## config.mk

```make
export PLATFORM = sky130hd
export DESIGN_NAME = instr_stream_encoder
export DESIGN_NICKNAME = d
export VERILOG_FILES = /design/src/rtl/instr_stream_encoder_pkg.sv /design/src/rtl/instr_stream_encoder_packer.sv /design/src/rtl/instr_stream_encoder.sv
export SDC_FILE = /design/constraint.sdc
export NUM_CORES = 1
export LEC_CHECK = 0
export BUFFER_PORTS_ARGS = -buffer_cell sky130_fd_sc_hd__buf_4
export CORE_MARGIN = 3
export CORE_UTILIZATION = 56
export DETAILED_ROUTE_END_ITERATION = 10
export PLACE_DENSITY = 0.84
export SLEW_MARGIN = 30
export SYNTH_ARGS = -nofsm -noshare
export SYNTH_HDL_FRONTEND = slang
export SYNTH_SLANG_ARGS = --single-unit
```

## constraint.sdc

```tcl
create_clock -name clk -period 5.6 [get_ports clk]
set_input_delay 0.56 -clock clk [delete_from_list [all_inputs] [get_ports clk]]
set_output_delay 0.56 -clock clk [all_outputs]
set_load 0.005 [all_outputs]
```

## src/rtl/instr_stream_encoder_pkg.sv

```systemverilog
// instr_stream_encoder_pkg: shared opcode constants, FSM states and error codes
// for the 9-bit instruction stream writer.
package instr_stream_encoder_pkg;

    localparam logic [2:0] opLW    = 3'b000;
    localparam logic [2:0] opSW    = 3'b001;
    localparam logic [2:0] opADD   = 3'b010;
    localparam logic [2:0] opSUB   = 3'b011;
    localparam logic [2:0] opCEQ   = 3'b100;
    localparam logic [2:0] opCLT   = 3'b101;
    localparam logic [2:0] opSEI   = 3'b110;
    localparam logic [2:0] opOTHER = 3'b111;

    // Function codes reserved under OTHER; never emitted.
    localparam logic [2:0] fnB0 = 3'b110;
    localparam logic [2:0] fnB1 = 3'b111;

    typedef enum logic [2:0] {
        IDLE  = 3'd0,
        LOAD  = 3'd1,
        DRAIN = 3'd2,
        DONE  = 3'd3,
        ERR   = 3'd4
    } enc_state_e;

    typedef enum logic [1:0] {
        E_NONE    = 2'b00,
        E_ILLEGAL = 2'b01,
        E_OVF     = 2'b10
    } enc_err_e;

endpackage

```

## src/rtl/instr_stream_encoder_packer.sv

```systemverilog
// instr_field_packer: combinational field-to-word packing plus legality flag.
module instr_field_packer
    import instr_stream_encoder_pkg::*;
(
    input  logic [2:0] i_op,
    input  logic [2:0] i_fn,
    input  logic [2:0] i_ra,
    input  logic [2:0] i_rb,
    output logic [8:0] o_word,
    output logic       o_legal
);

    logic w_other;

    assign w_other = (i_op == opOTHER);
    // OTHER swaps rb out for the function code; SEI's imm6 is simply {ra,rb}.
    assign o_word  = w_other ? {opOTHER, i_fn, i_ra} : {i_op, i_ra, i_rb};
    assign o_legal = !(w_other && (i_fn == fnB0 || i_fn == fnB1));

endmodule

```

## src/rtl/instr_stream_encoder.sv

```systemverilog
// instr_stream_encoder: streams packed instructions into memory at consecutive
// addresses through a one-entry output register, flagging illegal words and overflow.
module instr_stream_encoder
    import instr_stream_encoder_pkg::*;
#(
    parameter int AW    = 8,
    parameter int DEPTH = 2**AW
) (
    input  logic          clk,
    input  logic          rst_n,
    input  logic          start,
    input  logic          in_valid,
    output logic          in_ready,
    input  logic [2:0]    in_op,
    input  logic [2:0]    in_fn,
    input  logic [2:0]    in_ra,
    input  logic [2:0]    in_rb,
    input  logic          in_last,
    output logic          mem_we,
    input  logic          mem_ready,
    output logic [AW-1:0] mem_addr,
    output logic [8:0]    mem_wdata,
    output logic          busy,
    output logic          done,
    output logic          err,
    output logic [1:0]    err_code,
    output logic [AW:0]   count
);

    localparam logic [AW:0] LIM = (AW+1)'(DEPTH);

    enc_state_e    r_state;
    enc_err_e      r_err_code;
    logic          r_full;
    logic          r_done;
    logic          r_err;
    logic [8:0]    r_word;
    logic [AW-1:0] r_addr;
    logic [AW:0]   r_count;

    logic [8:0]    w_word;
    logic          w_legal;
    logic          w_acc;
    logic          w_wr;
    logic          w_ovf;
    logic          w_restart;

    instr_field_packer u_pack (
        .i_op    (in_op),
        .i_fn    (in_fn),
        .i_ra    (in_ra),
        .i_rb    (in_rb),
        .o_word  (w_word),
        .o_legal (w_legal)
    );

    assign in_ready  = (r_state == LOAD) && (!r_full || mem_ready);
    assign w_acc     = in_valid && in_ready;
    assign w_wr      = r_full && mem_ready;
    // Written plus pending words; a pending word counts as already occupying memory.
    assign w_ovf     = (r_count + (AW+1)'(r_full)) == LIM;
    assign w_restart = start && (r_state == IDLE || r_state == DONE ||
                                 (r_state == ERR && !r_full));

    assign mem_we    = r_full;
    assign mem_wdata = r_word;
    assign mem_addr  = r_addr;
    assign count     = r_count;
    assign busy      = (r_state == LOAD) || (r_state == DRAIN);
    assign done      = r_done;
    assign err       = r_err;
    assign err_code  = r_err_code;

    always_ff @(posedge clk or negedge rst_n) begin
        if (!rst_n) begin
            r_state    <= IDLE;
            r_full     <= 1'b0;
            r_word     <= '0;
            r_addr     <= '0;
            r_count    <= '0;
            r_done     <= 1'b0;
            r_err      <= 1'b0;
            r_err_code <= E_NONE;
        end else begin
            if (w_wr) begin
                r_full  <= 1'b0;
                r_count <= r_count + (AW+1)'(1);
                // Hold at the top address; overflow is flagged before it could wrap.
                if (r_addr != '1) r_addr <= r_addr + AW'(1);
            end
            if (w_restart) begin
                r_state    <= LOAD;
                r_addr     <= '0;
                r_count    <= '0;
                r_done     <= 1'b0;
                r_err      <= 1'b0;
                r_err_code <= E_NONE;
            end else begin
                case (r_state)
                    LOAD: begin
                        if (w_acc) begin
                            if (!w_legal) begin
                                r_state    <= ERR;
                                r_err      <= 1'b1;
                                r_err_code <= E_ILLEGAL;
                            end else if (w_ovf) begin
                                r_state    <= ERR;
                                r_err      <= 1'b1;
                                r_err_code <= E_OVF;
                            end else begin
                                r_full <= 1'b1;
                                r_word <= w_word;
                                if (in_last) r_state <= DRAIN;
                            end
                        end
                    end
                    DRAIN: begin
                        if (!r_full || w_wr) begin
                            r_state <= DONE;
                            r_done  <= 1'b1;
                        end
                    end
                    IDLE, DONE, ERR: r_state <= r_state;
                    default: r_state <= IDLE;
                endcase
            end
        end
    end

endmodule

```

==> results.json <==
{
  "synth_compound_area_share_pct": 8.23,
  "drive_gt1_share_pct": 35.4,
  "r2r_start": "mem_we",
  "antenna_left": 0,
  "dp_hpwl_um": 3430,
  "layout_min_cycle_time_ps": 2460,
  "synth_warnings": 0,
  "synth-xor-area-share_pct": 7.32,
  "r2r_slack_ps": 3140,
  "dp_slack_ps": 3180,
  "place_area_um2": 2330,
  "io_buffers": 50,
  "criticalPathCategory": "flip-flop to flip-flop",
  "synth-edff-count": 0,
  "synthMuxAreaShare_pct": 11.9,
  "cts-buffers-inserted": 5,
  "route.final.wire_length_um": 4490,
  "die_width_um": 64.5,
  "wl_met2_um": 2500,
  "grt_antenna_before_repair": 0,
  "wl_per_cell_um": 15.8,
  "ctsResizeCount": 0,
  "design_area_um2": 2380,
  "die_h_um": 64.5,
  "syn_inst": 187,
  "fin_skew_ps": 2.00,
  "synth-simple-area-share_pct": 22.9,
  "endpoint": "mem_wdata[3]",
  "dr.pass1.iters": 4,
  "gp_congestion": 0.848,
  "syn2layout_area_growth_pct": 24.1,
  "cts_hold_buf": 0,
  "hold_violations": 0,
  "period_share_pct": 43.8,
  "met3_length_um": 207,
  "critPathMaxFanout": 10,
  "power_leakage_nw": 1.17,
  "powerDensity_nw_per_um2": 382,
  "numClockSinks": 34,
  "rr_endpoint": "mem_wdata[3]",
  "clock.fmax_mhz": 407,
  "whs_ps": 145,
  "clk_path_buf_depth": 2,
  "finish.utilization_pct": 75.4,
  "final_cell_mix": "buf_4, dfrtp_1, nor2_1, nand2_1, nand3_1",
  "rows": 20,
  "finalPower_uw": 908,
  "grt_setup_unrepaired": "false",
  "startpoint": "mem_we",
  "cp_data_required_time_ps": 5830,
  "drtIter0Drc": 87,
  "via_count": 1605,
  "final_common_cell": "buf_4",
  "overflow": 0,
  "cts-root-buf": "clkbuf_4",
  "grt_use_total_pct": 24.7,
  "grt_pass1_wl_um": 7970,
  "max-slew-margin-rel_pct": 70.7,
  "synthAdderAreaFrac_pct": 2.61,
  "drv_slew": 0,
  "syn_avg_cell_area_um2": 10.2,
  "design.core.area_um2": 3150,
  "worstSetupEndpointType": "flip-flop",
  "die_area_um2": 4160,
  "synth.area.top_cells": "dfrtp_1, mux2_4, nor2_1",
  "rr_worst_depth": 8,
  "synth_seq_area_share_pct": 44.4,
  "wl_met1_um": 1700,
  "tightest_slew_ps": 439,
  "vias_per_cell": 5.65,
  "synth_cell_type_count": 45,
  "cts_tree": "yes",
  "ir_worst_vdd_mv": 0.274,
  "dp_cells": 277,
  "synth.cell_area_um2": 1920,
  "top_layer": "met4",
  "maxCapViolations": 0,
  "fillers": 248,
  "synth_nets": 209,
  "start_util_pct": 60.8,
  "ys_seq_elements": 34,
  "clock_latency_ps": 340,
  "arrival_ps": 2690,
  "diodes": 0,
  "fin_nets": 262,
  "hold_class": "input port to async pin",
  "start_kind": "flip-flop",
  "outcome": "complete, no violations",
  "synth_top_family_by_area": "simple AND/OR/NAND/NOR gates",
  "clkTransAtPathRegs_ps": 100,
  "cts_setup_buffers": 0,
  "post-route-drc-count": 0,
  "synth_flop_cell": "dfrtp_1",
  "yosysTopAreaCell": "dfrtp_1",
  "io_pins": 51,
  "instances_no_fill": 284,
  "tns_ps": 0,
  "grt_max_degree": 35,
  "cts-htree-levels": 2,
  "layout_setup_ws_ps": 3140,
  "yosys.area.top_type_share_pct": 44.4,
  "synthArstFlopShare_pct": 100,
  "grt_pass1_vias": 1707,
  "setup_viol": 0
}
worst min path at each step:
stage                      start           end  slack, ps
global placement             err           err        490
CTS                        rst_n  mem_wdata[2]        160
detailed placement  mem_wdata[6]  mem_wdata[6]        510
finish                     rst_n  mem_wdata[2]        140
global route               rst_n      count[6]        160
floorplan                  rst_n      count[0]        260
per-layer routing:
| metal | up-vias | GRT usage [%] |
|---|---|---|
| li1 | 756 | - |
| met1 | 798 | 27.6 |
| met2 | 42 | 44.6 |
| met3 | 9 | 5.72 |
| met4 | 0 | 11.1 |
| met5 | - | 0 |
power by group:
group | total (mW) | leakage [nW] | switching, mW | internal [mW]
sequential | 0.383 | 0.444 | 0.0733 | 0.310
clock | 0.130 | 0.0243 | 0.0833 | 0.0468
combinational | 0.395 | 0.704 | 0.174 | 0.221
total | 0.908 | 1.17 | 0.331 | 0.578
cell usage after synthesis (3+ instances only):
master,n
a21oi_1,3
xnor2_1,7
nand3_1,13
mux2_2,6
mux2_4,10
dfrtp_1,34
nor2b_1,4
xor2_1,9
nand2_1,15
nand2b_1,5
inv_1,7
and3_1,4
o21ai_0,3
nor2_1,27
ha_1,4
kinds of logic (layout without fill, tap and decap cells):
group | after synthesis | count (layout)
simple gates | 83 | 83
flops | 34 | 34
compound gates | 21 | 21
mux | 17 | 17
xor+xnor | 16 | 16
buf+inv | 12 | 65
fa+ha+maj | 4 | 4
area by class of cell:
cell class	count	area (um^2)	area share, %
inverter	7	26.3	1.11
clock buffer	6	41.3	1.74
timing repair buffer	51	383	16.1
clock inverter	1	7.51	0.316
multi-input combinational	141	1010	42.6
sequential	34	851	35.8
tap	44	55.1	2.32
sequential cells by signal (all words and copies together), names as in the netlist:
register   cells
done           1
mem_we         1
err            1
err_code       2
mem_addr       8
count          9
mem_wdata      9
r_state        3
worst max-delay path: stages, from the launching register on:
cell and delay [ps]:
dfrtp_1 530, ha_1 240, ha_1 230, nand2_1 90
a211oi_1 260, nor3_2 100, nor4_2 410, nor2_4 170
mux2_4 330
(Power assumes the default switching activity.)
